`config.mk`:
```
export PLATFORM = sky130hd
export DESIGN_NAME = muldiv_unit
export DESIGN_NICKNAME = d
export VERILOG_FILES = /design/src/rtl/muldiv_pkg.sv /design/src/rtl/muldiv_sign.sv /design/src/rtl/muldiv_unit.sv
export SDC_FILE = /design/constraint.sdc
export NUM_CORES = 1
export LEC_CHECK = 0
export BUFFER_PORTS_ARGS = -buffer_cell sky130_fd_sc_hd__buf_4
export CAP_MARGIN = 20
export CORE_MARGIN = 2
export CORE_UTILIZATION = 40
export DETAILED_ROUTE_END_ITERATION = 10
export HOLD_SLACK_MARGIN = 0.1
export PLACE_DENSITY = 0.68
export SKIP_CTS_REPAIR_TIMING = 1
export SYNTH_ARGS = -nofsm -noshare
export SYNTH_HDL_FRONTEND = slang
export SYNTH_SLANG_ARGS = --single-unit
```
`constraint.sdc`:
```
create_clock -name clk -period 9.6 [get_ports clk]
set_input_delay 1.92 -clock clk [delete_from_list [all_inputs] [get_ports clk]]
set_output_delay 1.92 -clock clk [all_outputs]
set_load 0.01 [all_outputs]
```
`src/rtl/muldiv_pkg.sv`:
```
// Shared definitions for the iterative multiply/divide unit.
// Signed operation is selected at build time with MULDIV_SIGNED_EN.
package muldiv_pkg;
  localparam int MULDIV_WIDTH = 32;

  localparam logic OP_MULT = 1'b0;
  localparam logic OP_DIV  = 1'b1;

  typedef enum logic [1:0] {
    IDLE = 2'd0,
    RUN  = 2'd1,
    FIX  = 2'd2
  } state_t;
endpackage

```
`src/rtl/muldiv_sign.sv`:
```
// Sign handling around the unsigned iteration core.
// With MULDIV_SIGNED_EN defined, operands are reduced to magnitudes on launch
// and the raw result is negated as needed in FIX. Without it, this block is a
// pass-through so the core always sees plain unsigned values.
module muldiv_sign
  import muldiv_pkg::*;
#(
  parameter int WIDTH = MULDIV_WIDTH
) (
  input  logic [WIDTH-1:0] a,
  input  logic [WIDTH-1:0] b,
  output logic [WIDTH-1:0] a_mag,
  output logic [WIDTH-1:0] b_mag,
  output logic             a_neg,
  output logic             b_neg,
  input  logic             op,
  input  logic             neg_a,
  input  logic             neg_b,
  input  logic [WIDTH-1:0] hi_raw,
  input  logic [WIDTH-1:0] lo_raw,
  output logic [WIDTH-1:0] hi,
  output logic [WIDTH-1:0] lo
);
`ifdef MULDIV_SIGNED_EN
  assign a_neg = a[WIDTH-1];
  assign b_neg = b[WIDTH-1];
  assign a_mag = a_neg ? -a : a;
  assign b_mag = b_neg ? -b : b;

  // product sign = sign xor; quotient likewise; remainder follows dividend
  always_comb begin
    hi = hi_raw;
    lo = lo_raw;
    if (op == OP_MULT) begin
      if (neg_a ^ neg_b) {hi, lo} = -{hi_raw, lo_raw};
    end else begin
      if (neg_a ^ neg_b) lo = -lo_raw;
      if (neg_a)         hi = -hi_raw;
    end
  end
`else
  logic unused_sign;

  assign a_neg = 1'b0;
  assign b_neg = 1'b0;
  assign a_mag = a;
  assign b_mag = b;
  assign hi    = hi_raw;
  assign lo    = lo_raw;
  assign unused_sign = ^{op, neg_a, neg_b};
`endif
endmodule

```
`src/rtl/muldiv_unit.sv`:
```
// Iterative multiply/divide unit with HI/LO result registers.
// One shift-add / restoring shift-subtract step per RUN cycle, then one FIX
// cycle for sign correction. Build option: MULDIV_SIGNED_EN (two's complement).
module muldiv_unit
  import muldiv_pkg::*;
#(
  parameter int WIDTH = MULDIV_WIDTH
) (
  input  logic             clk,
  input  logic             reset,
  input  logic             start,
  input  logic             op,
  input  logic [WIDTH-1:0] srca,
  input  logic [WIDTH-1:0] srcb,
  input  logic             mfhi,
  input  logic             mflo,
  output logic             busy,
  output logic             done,
  output logic             stall,
  output logic [WIDTH-1:0] result
);
  localparam int CW = (WIDTH > 1) ? $clog2(WIDTH) : 1;

  state_t             state;
  logic [CW-1:0]      cnt;
  logic [2*WIDTH-1:0] acc;    // mult: {partial, multiplier}; div: {rem, dividend/quot}
  logic [WIDTH-1:0]   opnd;   // mult: multiplicand magnitude; div: divisor magnitude
  logic [WIDTH-1:0]   a_raw;  // dividend as issued, returned in HI on divide-by-zero
  logic               op_r, neg_a, neg_b;
  logic [WIDTH-1:0]   hi, lo;

  logic [WIDTH-1:0]   a_mag, b_mag, hi_fix, lo_fix;
  logic               a_neg, b_neg;

  logic [WIDTH:0]     msum, dtrial, ddiff;
  logic               dge;
  logic [2*WIDTH-1:0] acc_nxt;

  muldiv_sign #(.WIDTH(WIDTH)) u_sign (
    .a      (srca),
    .b      (srcb),
    .a_mag  (a_mag),
    .b_mag  (b_mag),
    .a_neg  (a_neg),
    .b_neg  (b_neg),
    .op     (op_r),
    .neg_a  (neg_a),
    .neg_b  (neg_b),
    .hi_raw (acc[2*WIDTH-1:WIDTH]),
    .lo_raw (acc[WIDTH-1:0]),
    .hi     (hi_fix),
    .lo     (lo_fix)
  );

  // one iteration step: add-and-shift-right for mult, trial-subtract-shift-left for div
  always_comb begin
    msum   = {1'b0, acc[2*WIDTH-1:WIDTH]} + {1'b0, (acc[0] ? opnd : {WIDTH{1'b0}})};
    dtrial = {acc[2*WIDTH-1:WIDTH], acc[WIDTH-1]};
    dge    = dtrial >= {1'b0, opnd};
    ddiff  = dtrial - {1'b0, opnd};
    if (op_r == OP_MULT)
      acc_nxt = {msum, acc[WIDTH-1:1]};
    else
      acc_nxt = {(dge ? ddiff[WIDTH-1:0] : dtrial[WIDTH-1:0]), acc[WIDTH-2:0], dge};
  end

  // control FSM, iteration registers and HI/LO; done is a registered pulse
  always_ff @(posedge clk or posedge reset) begin
    if (reset) begin
      state <= IDLE;
      cnt   <= '0;
      acc   <= '0;
      opnd  <= '0;
      a_raw <= '0;
      op_r  <= OP_MULT;
      neg_a <= 1'b0;
      neg_b <= 1'b0;
      hi    <= '0;
      lo    <= '0;
      done  <= 1'b0;
    end else begin
      done <= 1'b0;
      case (state)
        IDLE: if (start) begin
          op_r  <= op;
          a_raw <= srca;
          neg_a <= a_neg;
          neg_b <= b_neg;
          cnt   <= CW'(WIDTH - 1);
          if (op == OP_DIV) begin
            acc  <= {{WIDTH{1'b0}}, a_mag};
            opnd <= b_mag;
          end else begin
            acc  <= {{WIDTH{1'b0}}, b_mag};
            opnd <= a_mag;
          end
          state <= RUN;
        end
        RUN: begin
          acc <= acc_nxt;
          if (cnt == '0) state <= FIX;
          else           cnt   <= cnt - 1'b1;
        end
        FIX: begin
          if (op_r == OP_DIV && opnd == '0) begin
            hi <= a_raw;
            lo <= '1;
          end else begin
            hi <= hi_fix;
            lo <= lo_fix;
          end
          done  <= 1'b1;
          state <= IDLE;
        end
        default: state <= IDLE;
      endcase
    end
  end

  assign busy   = (state != IDLE);
  assign stall  = busy & (start | mfhi | mflo);
  assign result = mfhi ? hi : lo;
endmodule

```
Word level (Yosys, flattened, before mapping):

Index checks and enable logic that the tools add are counted.

* add/subtract/negate cells: 3
* order comparisons: 1
* equal/unequal tests: 5
* muxes and demuxes: 17
* bitwise gates (word level): 3
* reduce and logical (&&, ||, !) cells: 10

Operators by type and width (count)
* 2-to-1 mux 32 bit: 7
* 2-to-1 mux 64 bit: 2
* case mux 64 bit (2 select lines): 1
* adder 32 x 32 -> 33 bit: 1
* greater-or-equal comparator 33 x 32 -> 1 bit: 1
* zero test 32 bit: 1
* subtractor 32 bit: 1
* 2-to-1 mux 5 bit: 2
* case mux 5 bit (2 select lines): 1
* != test 2 bit, second input constant: 3
* AND reduction 2 bit: 3
* zero test 5 bit: 1
* subtractor 5 x 1 -> 5 bit, second input constant: 1
* 2-to-1 mux 2 bit: 2
* case mux 2 bit (2 select lines): 1
* nonzero test 2 bit: 2
* AND reduction 3 bit: 1
* == test 2 x 1 -> 1 bit, second input constant: 1
* == test 2 bit, second input constant: 1
* zero test 2 bit: 1
* OR 1 bit: 2
* AND 1 bit: 1
* logical AND 1 bit: 1
* 2-to-1 mux 1 bit: 1

* register bits after elaboration: 201
* bits of input ports: 70
* output and inout bits: 35
* word-level logic and storage cells: 48

Logic depth before layout (Yosys ltp):

Gate-level depths: netlist of run 1.

* depth in word-level cells: 4
* mapped depth: 15

Modules after synthesis:

Synthesis of run 1 repeated with hierarchy kept, for this count alone.

* cell total of the unflattened synthesis: 1729
* area total of the unflattened synthesis: 14741.6 um^2

Modules (own cells, without submodules)
* muldiv_unit: instances 1, cells each 1598, area each 13761.9 um^2, seq. area each 5079.9 um^2
* muldiv_sign: instances 1, cells each 131, area each 979.7 um^2, seq. area each 0.0 um^2

Least setup slack after synthesis of run 1:

Ideal clock, no wire load.

* path type: in2out
* from: input port mfhi
* to: output port result[10]
* arrival time: 2.865 ns
* required time: 7.680 ns
* slack: 4.815 ns
* cell stages on the path: 3
* path buffers: 2
* path through: clkbuf_1 -> clkbuf_1 -> mux2_2

* longest elaborated chain between the ends: 1

RTL lines
* start: declaration: line muldiv_unit.sv:15 `input logic mfhi,`
* 2-to-1 mux 32 bit: line muldiv_unit.sv:122 `assign result = mfhi ? hi : lo;`
* end: declaration: line muldiv_unit.sv:20 `output logic [WIDTH-1:0] result`

Every way passes these cells.

Final worst setup path of run 1:

* from: input port mfhi
* to: output port result[26]

Same word-level chain as after synthesis.

==> key figures, run 1 <==
Detailed routing
  • Routed length per instance: 18.3 um
  • Detailed-router iteration count before antenna repair: 5
  • DR vias: 11,600
  • Aggregate routed wire length: 37.9 mm
  • DRT iter0 DRCs: 728
  • Antenna-violating nets left: 0
  • Detailed-route vias per instance: 5.63
  • Drt drc: 0

Timing
  • Clock skew: 8.69 ps
  • Final period util: 0.500
  • Min cycle time layout: 4800 ps
  • Final hold viol count: 0
  • RSZ-0062 raised after global routing: false
  • Max-slew headroom: 0.282
  • Highest clock rate: 208 MHz
  • Worst-margin pin slew: 1070 ps
  • Setup TNS: 0 ps
  • Final setup vio count: 0
  • Max-slew violation count: 0

Setup path
  • CP Launch Type: input pin
  • CP Cell Sequence: buf_4 > mux2_2 > buf_4
  • Crit path kind: in2out
  • CP Data Required Time: 7680 ps
  • FF-to-FF Start: acc[0]
  • Reg2reg end: acc[51]
  • R2R cell count: 13
  • Critical Path Sink Type: primary output
  • Critical path's largest stage delay: 400 ps
  • CP arrival: 2880 ps
  • CP Max Fanout: 33
  • Reg2Reg Setup Slack: 5320 ps
  • Slowest cell on the critical path: mux2_2
  • CP most frequent cell: buf_4

Final layout
  • Ant diodes: 0
  • Post-layout util: 0.460
  • Syn-to-layout area delta: 13.8%
  • Nets: 1,741
  • Commonest non-fill, non-tap cell in the layout: nand2_1
  • Most frequent cells in the layout: 309 x nand2_1, 200 x dfrtp_1, 179 x o21ai_0
  • Layout cells sized above 1: 0.125

Synth
  • Post-Synthesis Cells: 1,564
  • Unique masters post-synth: 66
  • Main flop type after synthesis: dfrtp_1
  • Post-synth top area cell: dfrtp_1
  • Syn Nets: 1,702
  • Sequential area share after synthesis: 0.373
  • Synth warn: 0
  • EDFF count, synth: 0
  • FF+latch count, synth: 201
  • Async S/R FF share, synth: 1.00
  • Top-area cell type share of the netlist area: 0.373
  • Top post-synthesis cells by area: dfrtp_1 37%, mux2i_1 10%, nand2_1 8.6%
  • Syn avg cell area: 8.61 sq um
  • Cell area after synthesis: 13,500 sq um

Global routing
  • Initial antenna violation count: 0
  • Grt ovf: 0
  • Largest net degree at the start of global routing: 107
  • First-pass GRT wire length: 61.5 mm
  • Tot GR Track Use: 0.214
  • Vias in the first global route: 11,500

Floorplanning
  • Die X: 188 um
  • Core area: 33,400 sq um
  • Die area: 35,200 sq um
  • Die Y-Extent: 188 um
  • I/O pins: 105
  • Row Count: 67
  • Initial Utilization: 0.404

CTS
  • Htree depth: 1
  • Num CTS Buffers: 22
  • Max clock buf depth: 3
  • Clk_lat worst skew: 510 ps
  • CTS tree: built
  • Clk root buf: clkbuf_16
  • Clk slew on worst S/H paths: 60 ps
  • Clock sink count: 201

Flow run
  • Max cap viols: 0

Pwr
  • Total power: 5920 uW
  • Cell Pwr Density: 386 nW/um^2
  • P_leak: 0.00729 uW
  • VDD IR max: 0.162 mV

Worst hold path
  • Hold Startpoint: lo[4]
  • Hold Crit Class: reg2reg
  • Min-Delay Endpoint: lo[4]
  • Hold path depth: 2

Placed design
  • HPWL Detailed: 26.9 mm
  • Port Buf Inserts: 104
  • Routability cong.: 0.912

Status
  • Outcome: completed
==> how the worst max path moves through the flow <==
stage                from    endpoint  slack [ps]  cells after the start
floorplan           reset    a_raw[0]        2200                      1
CTS                  mfhi  result[26]        4810                      3
finish               mfhi  result[26]        4800                      3
detailed placement   mfhi  result[26]        4810                      3
global placement     mfhi  result[26]        4840                      3
global route         mfhi  result[30]        4760                      3
==> logic make-up (layout without fill, tap and decap cells) <==
logic type | count (synthesis) | after routing | share of synthesized area
flip-flops | 201 | 201 | 0.373
multiplexers | 170 | 170 | 0.129
buffers and inverters | 162 | 216 | 0.0466
AO/OA/AOI/OAI | 433 | 433 | 0.198
XOR/XNOR | 54 | 54 | 0.0351
AND/OR/NAND/NOR | 476 | 476 | 0.153
adder cells (fa/ha/maj) | 68 | 68 | 0.0643
==> final cells by class <==
cell class	instances	area (sq um)
Fill cell	3314	18000
Clock buffer	32	659
Inverter	61	236
Multi-Input combinational cell	1201	7830
Timing Repair Buffer	116	871
Clock inverter	7	141
Sequential cell	201	5030
Tap cell	448	561
==> flip-flops by register name, indices dropped and copies added (netlist names) <==
register and count:
opnd 32, hi 32, done 1, state 2
a_raw 32, lo 32, op_r 1, cnt 5
acc 64
==> Yosys cell counts (all sizes together), types with 3 or more instances <==
library cell,number
or3,4
dfrtp,201
nor2b,5
nor4,10
o221ai,3
a21o,32
a32o,3
ha,66
a32oi,4
nand4,19
nand2,310
o21a,7
nand3,11
nor3,13
a31oi,9
o31ai,3
nand2b,7
nor2,49
clkbuf,84
xnor2,33
o31a,3
a22oi,17
a211oi,8
o41ai,3
xor2,21
o211ai,44
mux2,33
a31o,3
o21bai,8
and3,4
mux2i,137
a22o,3
buf,17
and2,37
inv,60
o21ai,183
a21oi,82
==> stage by stage <==
stage	instances	hold WS, ps	area (sq um)	worst slack (ps)
2_1_floorplan	1564	435	13500	2200
3_3_place_gp	2027	454	14500	4840
3_5_place_dp	2027	456	14500	4810
4_1_cts	2066	471	15300	4810
5_1_grt	2066	492	15300	4760
6_report	2066	468	15300	4800
==> layer usage <==
layer | global-route usage | vias up | routed length, um
met1 | 0.288 | 5622 | 17100
li1 | - | 5599 | -
met3 | 0.0328 | 76 | 2030
met5 | 0 | - | 0
met4 | 0.0657 | 0 | 1140
met2 | 0.354 | 329 | 17600
==> power breakdown <==
part	internal, uW	switching [uW]	total (uW)
Clock	584	359	943
Sequential	1200	391	1590
Combinational	1430	1960	3390
==> worst max-delay path: cells and delay by family <==
| kind | cells | cell delay, ps |
|---|---|---|
| buffers and inverters | 2 | 510 |
| multiplexers | 1 | 400 |
Power figures use the tool's default switching activity.
==> inputs of run 2 (changes only) <==
Settings changed: PLACE_DENSITY 0.68 to 0.7.
Clock period 9.6 ns to 4.4 ns, I/O delays scaled along.
==> run 2 against run 1 <==
Die area did not move. Critical path type is now reg2reg. Register-to-register slack got worse by 4700 ps. Cell count rose by 0.29%. Via count fell by 0.62%.
==> key figures, run 2 (synthesis gave the netlist of run 1 again) <==
Setup path
  • FF-to-FF Start: acc[0]
  • Reg2reg end: acc[51]
  • CP Launch Type: register
  • CP Data Required Time: 4800 ps (-2880 ps)
  • R2R cell count: 12 (-1)
  • Reg2Reg Setup Slack: 620 ps (-4700 ps)
  • Worst setup path startpoint: acc[0]
  • CP Max Fanout: 30 (-9.1%)
  • CP arrival: 4170 ps (+1290 ps)
  • Critical Path Sink Type: register
  • Crit path kind: reg2reg

CTS
  • Num CTS Buffers: 22 (unchanged)
  • CTS tree: built
  • Htree depth: 1 (unchanged)
  • Max clock buf depth: 3 (unchanged)
  • Clk_lat worst skew: 520 ps (about the same)
  • Clock sink count: 201 (unchanged)
  • Clk slew on worst S/H paths: 60 ps (about the same)
  • Clk root buf: clkbuf_16

Timing
  • RSZ-0062 raised after global routing: false
  • Min cycle time layout: 3780 ps
  • Final setup vio count: 0 (unchanged)
  • Setup ws final: 625 ps (-4180 ps)
  • Final period util: 0.858
  • Setup TNS: 0 ps (unchanged)
  • Clock skew: 16.8 ps (+8.08 ps)
  • Highest clock rate: 265 MHz
  • Final hold viol count: 0 (unchanged)
  • Max-slew headroom: 0.332 (+0.0495)
  • Max-slew violation count: 0 (unchanged)
  • Worst-margin pin slew: 1000 ps (-71.6 ps)

Detailed routing
  • Drt drc: 0 (unchanged)
  • Routed length per instance: 18.0 um (-1.9%)
  • Antenna-violating nets left: 0 (unchanged)
  • DR vias: 11,600 (-0.62%)
  • Detailed-router iteration count before antenna repair: 5 (unchanged)
  • DRT iter0 DRCs: 788 (+8.2%)
  • Aggregate routed wire length: 37.3 mm (-1.6%)
  • Detailed-route vias per instance: 5.58 (-0.91%)

Worst hold path
  • Hold Startpoint: lo[29]
  • Hold path depth: 2 (unchanged)
  • Hold Crit Class: reg2reg
  • Min-Delay Endpoint: lo[29]

Floorplanning
  • Row Count: 67 (unchanged)
  • Core area: 33,400 sq um (unchanged)
  • I/O pins: 105 (unchanged)
  • Die X: 188 um (unchanged)
  • Die Y-Extent: 188 um (unchanged)
  • Initial Utilization: 0.404 (unchanged)
  • Die area: 35,200 sq um (unchanged)

Pwr
  • Cell Pwr Density: 833 nW/um^2 (+120%)
  • VDD IR max: 0.410 mV (+150%)
  • Reg power frac: 0.266 (-0.002)
  • P_leak: 0.00730 uW (+0.17%)
  • Comb power frac: 0.585 (+0.013)
  • Internal power: 6900 uW (+120%)
  • Clock share of power: 0.149 (-0.010)
  • P_sw: 5910 uW (+120%)
  • Sw Ratio: 0.461 (+0.00349)

Status
  • Outcome: completed

Final layout
  • Nets: 1,747 (+0.34%)
  • Top reg by flops: acc
  • Ant diodes: 0 (unchanged)
  • Syn-to-layout area delta: 14.1%
  • Layout cells sized above 1: 0.127 (+0.00262)
  • Commonest non-fill, non-tap cell in the layout: nand2_1
  • Post-layout util: 0.461 (+0.00120)
  • Final Cell Area: 15,400 sq um (+0.26%)
  • Largest register FFs: 64 (unchanged)
  • Most frequent cells in the layout: 309 x nand2_1, 200 x dfrtp_1, 179 x o21ai_0

Global routing
  • Tot GR Track Use: 0.213 (-0.000937)
  • Vias in the first global route: 11,400 (-0.64%)
  • Initial antenna violation count: 0 (unchanged)
  • Grt ovf: 0 (unchanged)
  • First-pass GRT wire length: 61.8 mm (+0.36%)
  • Largest net degree at the start of global routing: 144 (+35%)

Flow run
  • Max cap viols: 0 (unchanged)

Placed design
  • HPWL Detailed: 26.8 mm (-0.57%)
  • Routability cong.: 0.919 (+0.67%)
  • Pre-CTS WS: 623 ps (-4180 ps)
  • Placed Area: 14,600 sq um (+0.35%)
  • Port Buf Inserts: 104 (unchanged)
-- run 2: cell types whose count changed in the layout (fill, tap and decap cells not counted) --
cell        before  now
clkinv_2         1    3
clkbuf_8         5    3
clkinvlp_4       1    3
inv_8            1    0
buf_12           0    2
clkbuf_1         4    5
buf_4          116  118
bufinv_16        4    2
buf_16           0    2
-- run 2: final cells by class --
class / instances / area, sq um
inverters: 61 / 233
well taps: 448 / 561
fillers: 3242 / 18000
flip-flops and latches: 201 / 5030
clock inverters: 8 / 98.8
repair buffers: 122 / 981
clock buffers: 31 / 636
multi-input cells: 1201 / 7830
-- run 2: critical path: stages (launching register included) --
cell	delay, ps
dfrtp_1	430
buf_4	240
and2_1	190
ha_1	330
nor2b_1	180
o311a_1	320
o2111ai_1	190
nand2_1	180
a31o_2	300
a221oi_1	620
o21ai_0	210
xnor2_1	160
a221o_1	310
-- run 2: layer usage --
layer,track usage,wire length [um]
met5,0,0
met4,0.0379,581
met3,0.0284,1920
met2,0.355,17600
met1,0.298,17200
-- run 2: how the worst max path moves through the flow --
stage | to | slack (ps) | cells past startpoint
after detailed placement | acc[51] | 620 | 12
after global placement | acc[51] | 750 | 12
after CTS | acc[51] | 630 | 12
after global routing | acc[51] | 330 | 12
final | acc[51] | 620 | 12
after floorplan | a_raw[0] | 920 | 1
-- run 2: stage by stage --
| step | total power [uW] | instances | hold WS (ps) |
|---|---|---|---|
| final | 12800 | 2072 | 461 |
| after global routing | 14000 | 2072 | 487 |
| after CTS | 12800 | 2070 | 465 |
| after detailed placement | 10800 | 2031 | 452 |
| after global placement | 10700 | 2031 | 445 |
| after floorplan | 8910 | 1564 | 435 |
-- run 2: power groups by stage --
stage | Combinational, uW | Sequential [uW] | Clock (uW)
2_1_floorplan | 5820 | 3090 | 0
3_3_place_gp | 7260 | 3400 | 0
3_5_place_dp | 7400 | 3430 | 0
4_1_cts | 7440 | 3400 | 1940
5_1_grt | 8430 | 3510 | 2010
6_report | 7490 | 3410 | 1910
